**src/rtl/vfd_pkg.sv**
```systemverilog
// vfd_pkg: shared arbiter state type and artwork address constants
package vfd_pkg;
  typedef enum logic [1:0] {IDLE, WR_WAIT, RD_WAIT} arb_state_t;
  localparam int ADDR_W = 25;
  localparam int MASK_BASE = 640 * 480;
endpackage

```
**src/rtl/sdram_wdog.sv**
```systemverilog
// sdram_wdog: 8-bit clear/enable counter that expires after TIMEOUT enabled cycles
module sdram_wdog #(
  parameter int TIMEOUT = 255
) (
  input  logic clk,
  input  logic reset_n,
  input  logic clr,
  input  logic en,
  output logic expired
);
  logic [7:0] cnt;
  always_ff @(posedge clk)
    cnt <= (!reset_n || clr) ? 8'd0 : en ? cnt + 8'd1 : cnt;
  assign expired = en & (cnt == 8'(TIMEOUT - 1));
endmodule

```
**src/rtl/sdram_arb.sv**
```systemverilog
// sdram_arb: shares one SDRAM port between loader writes and compositor reads
module sdram_arb #(
  parameter int ADDR_W = vfd_pkg::ADDR_W,
  parameter int TIMEOUT = 255
) (
  input  logic              clk,
  input  logic              reset_n,
  input  logic              ld_busy,
  input  logic              ld_wr,
  input  logic [ADDR_W-1:0] ld_addr,
  input  logic [7:0]        ld_data,
  output logic              ld_wait,
  input  logic              cp_rd,
  input  logic [ADDR_W-1:0] cp_addr,
  output logic [7:0]        cp_data,
  output logic              cp_rdy,
  output logic              sd_req,
  output logic              sd_we,
  output logic [ADDR_W-1:0] sd_addr,
  output logic [7:0]        sd_din,
  input  logic              sd_ack,
  input  logic [7:0]        sd_dout,
  output logic              art_valid,
  output logic              err
);
  import vfd_pkg::*;
  arb_state_t state, state_n;
  logic buf_full, served, busy_q, wrote, armed, expired;
  logic [ADDR_W-1:0] buf_addr;
  logic [7:0] buf_data;
  logic idle, pend, done, accept, wr_go, rise, fall, set_valid;
  assign idle = state == IDLE;
  assign pend = cp_rd & ~served;
  assign done = ~idle & (sd_ack | expired);
  assign accept = ld_wr & ~buf_full;
  assign wr_go = buf_full | accept;
  assign rise = ld_busy & ~busy_q;
  assign fall = ~ld_busy & busy_q;
  assign set_valid = (armed | (fall & wrote)) & ~buf_full & ~ld_wr & idle;
  assign ld_wait = buf_full;
  assign cp_rdy = art_valid & ~pend;
  sdram_wdog #(.TIMEOUT(TIMEOUT)) u_wdog (
    .clk(clk),
    .reset_n(reset_n),
    .clr(idle),
    .en(~idle),
    .expired(expired)
  );
  always_comb
    state_n = ~idle ? (done ? IDLE : state) : wr_go ? WR_WAIT : (pend & art_valid) ? RD_WAIT : IDLE;
  always_ff @(posedge clk)
    if (!reset_n) begin
      state <= IDLE;
      buf_full <= 1'b0;
      buf_addr <= '0;
      buf_data <= '0;
      served <= 1'b0;
      busy_q <= 1'b0;
      wrote <= 1'b0;
      armed <= 1'b0;
      sd_req <= 1'b0;
      sd_we <= 1'b0;
      sd_addr <= '0;
      sd_din <= '0;
      cp_data <= '0;
      art_valid <= 1'b0;
      err <= 1'b0;
    end else begin
      state <= state_n;
      if (accept) begin
        buf_full <= 1'b1;
        buf_addr <= ld_addr;
        buf_data <= ld_data;
      end else if (done && state == WR_WAIT)
        buf_full <= 1'b0;
      served <= ~cp_rd ? 1'b0 : (done && state == RD_WAIT) ? 1'b1 : served;
      if (done && state == RD_WAIT)
        cp_data <= sd_ack ? sd_dout : 8'h00;
      if (idle && state_n != IDLE) begin
        sd_req <= 1'b1;
        sd_we <= state_n == WR_WAIT;
        sd_addr <= state_n == RD_WAIT ? cp_addr : buf_full ? buf_addr : ld_addr;
        sd_din <= buf_full ? buf_data : ld_data;
      end else if (done)
        sd_req <= 1'b0;
      busy_q <= ld_busy;
      wrote <= rise ? accept : wrote | (accept & ld_busy);
      armed <= (rise | set_valid) ? 1'b0 : fall ? wrote : armed;
      art_valid <= rise ? 1'b0 : set_valid ? 1'b1 : art_valid;
      err <= err | (ld_wr & buf_full) | (expired & ~sd_ack);
    end
endmodule

```
**config.mk**
```make
export PLATFORM = sky130hd
export DESIGN_NAME = sdram_arb
export DESIGN_NICKNAME = d
export VERILOG_FILES = /design/src/rtl/vfd_pkg.sv /design/src/rtl/sdram_wdog.sv /design/src/rtl/sdram_arb.sv
export SDC_FILE = /design/constraint.sdc
export NUM_CORES = 1
export LEC_CHECK = 0
export ABC_AREA = 1
export CAP_MARGIN = 30
export CORE_AREA = 2 2 71 124
export DETAILED_ROUTE_END_ITERATION = 7
export DIE_AREA = 0 0 73 126
export GPL_TIMING_DRIVEN = 0
export PLACE_DENSITY = 0.81
export SYNTH_ARGS = -nofsm -noshare
export SYNTH_HDL_FRONTEND = slang
export SYNTH_SLANG_ARGS = --single-unit
```
**constraint.sdc**
```tcl
create_clock -name clk -period 2.3 [get_ports clk]
set_input_delay 0.46 -clock clk [delete_from_list [all_inputs] [get_ports clk]]
set_output_delay 0.46 -clock clk [all_outputs]
set_load 0.02 [all_outputs]
```
==> reports/results.txt <==
Status - completed
Worst EP arrival - 1.71 ns
Seq/Total Area, Yosys - 45.7%
# Post-CTS Setup Buffers - 0
First DRT Iteration DRCs - 247
CTS tree - yes
Area of the core - 8200 sq um
Startpoint Class - input pin
Nets - 751
Synth cell types - 28
Pwr Total - 3.94 mW
First drt pass iteration count - 5
Final Util - 68.7%
Mapped cell area - 4080 sq um
GPL Wtd Cong - 0.873
Worst-Margin Slew - 0.974 ns
Share of cells above drive strength 1 - 6.60%
Detail Placement HPWL - 9310 um
Synth Instances - 548
Worst setup path category - in2out
Cell with the most instances after synthesis - nand2_1
Placed inst area - 5370 sq um
Clock latency on the worst-skew pair - 0.34 ns
Post-synth top area share - 45.7%
Die W - 73 um
First-pass GRT wire length - 19200 um
GRT Residual Overflow - 0
Ys Warns - 0
Vias - 4142
DR vias/cell - 5.35
Routed Antenna Nets - 0
Number of hold buffers added after CTS - 0
FF+latch count, synth - 93
Ys async rst share - 0%
Hold WS - 0.462 ns
WP data required - 1.84 ns
Clock Tree Buf Depth - 2
Die Span Y - 126 um
Leakage - 2.18 nW
Placement Setup Slack - 0.0770 ns
Headroom to the max-slew limit - 34.6%
RSZ-0062 raised after global routing - false
Setup-failing EPs final - 0
CP endpoint kind - primary output
Cell row count - 44
Post-cts sizing count - 0
Synth-to-layout area growth - 38.2%
Largest area contributor in the netlist - dfxtp_1
Final wirelength - 12100 um
GRT Util Overall - 26.9%
Die area - 9200 sq um
Vias in the first global route - 4120
Post-synth EDFFs - 0
Largest net degree at the start of global routing - 15
Fin crit period - 2.17 ns
Synth top area cells - dfxtp_1 46%, nand2_1 13%, a21oi_1 9.7%, mux2i_1 6.1%, nor2_1 5.8%
Post-route DRC - 0
Final period utilization - 94.5%
H-tree depth - 3
Slew Limit Fails - 0
Power per cell area - 700 nW/um^2
Hold Crit Class - reg2reg
Worst-path clk slew - 0.06 ns
CTS Sinks - 93
Fin cells - 774
FMAX - 0.460 GHz
Crit Path Max Fanout - 3
Final TNS setup - 0 ns
Mapped Avg Cell Area - 7.44 sq um
Skew final - 0.00573 ns
Initial Util - 49.7%
Initial antenna violation count - 0
Synth Flop Type - dfxtp_1
R2R setup slack - 0.45 ns
Number of port buffers - 118
Final hold vios - 0
Syn nets - 622
Maximum vdd ir drop - 450 uV
Diodes inserted - 0
Wire length per cell - 15.6 um
Max Cap Violations - 0
CTS Buf Count - 9
I/O Pins - 119
Placed insts - 758
Root Driver - clkbuf_16
Synth top cells by count - 140 x nand2_1, 93 x dfxtp_1, 79 x a21oi_1, 63 x nor2_1
Final WS setup - 0.126 ns
Cell area after layout - 5630 sq um
[routing by layer]
metal	track usage, %	wire [um]	vias up
met3	2.56	528	33
met5	0	0	-
met4	15.8	511	0
met1	28.8	4540	1893
li1	-	-	2069
met2	48.8	6470	147
[cells by family (layout without fill, tap and decap cells)]
family                   Yosys count  in the layout  share of synthesized area, %
flip-flops                        93             93                          45.7
AND/OR/NAND/NOR                  246            246                          24.8
adder cells (fa/ha/maj)            2              2                         0.614
buffers and inverters             54            188                          6.48
multiplexers                      25             25                          6.14
XOR/XNOR                           2              2                         0.430
AO/OA/AOI/OAI                    126            126                          15.8
[critical path, stage by stage]
cell	delay, ns
clkdlybuf4s50_1	0.47
a21oi_1	0.17
clkdlybuf4s50_1	0.61
[flip-flops by register name (all words and copies together) (netlist names)]
| register | count |
|---|---|
| sd_we | 1 |
| served | 1 |
| buf_addr | 25 |
| err | 1 |
| sd_req | 1 |
| buf_data | 8 |
| cp_data | 8 |
| sd_din | 8 |
| sd_addr | 25 |
| state | 2 |
| art_valid | 1 |
| u_wdog.cnt | 8 |
| wrote | 1 |
| ld_wait | 1 |
| busy_q | 1 |
| armed | 1 |
[where the power goes]
| group | total, mW | switching (mW) | internal (mW) |
|---|---|---|---|
| clock network | 1.33 | 0.602 | 0.730 |
| registers | 1.78 | 0.0603 | 1.72 |
| logic | 0.832 | 0.450 | 0.381 |
[cell type report]
type	instances	area [sq um]
Fill cell	685	2570
Multi-Input combinational cell	401	1950
Sequential cell	93	1860
Timing Repair Buffer	118	1180
Clock buffer	12	236
Buffer	35	188
Tap cell	92	115
Inverter	19	76.3
Clock inverter	4	25.0
[path summary, 6_finish.rpt]
kind	startpoint	endpoint	depth (start not counted)
max	cp_rd	cp_rdy	3
min	cp_data[7]	cp_data[7]	2
min reg2reg	cp_data[7]	cp_data[7]	2
max reg2reg	u_wdog.cnt[0]	sd_addr[13]	11
[layout by cell type, fill, tap and decap left out, drive strengths merged]
master and count:
a21oi 79, a31oi 8, a41oi 1, buf 22, clkbuf 25, clkdlybuf4s50 118, clkinv 3, clkinvlp 2
dfxtp 93, ha 2, inv 18, mux2i 25, nand2 143, nand3 33, nand4 1, nor2 66
nor3 2, nor4 1, o21ai 38, xnor2 2
Note: power is estimated with default switching activity, not from simulation.
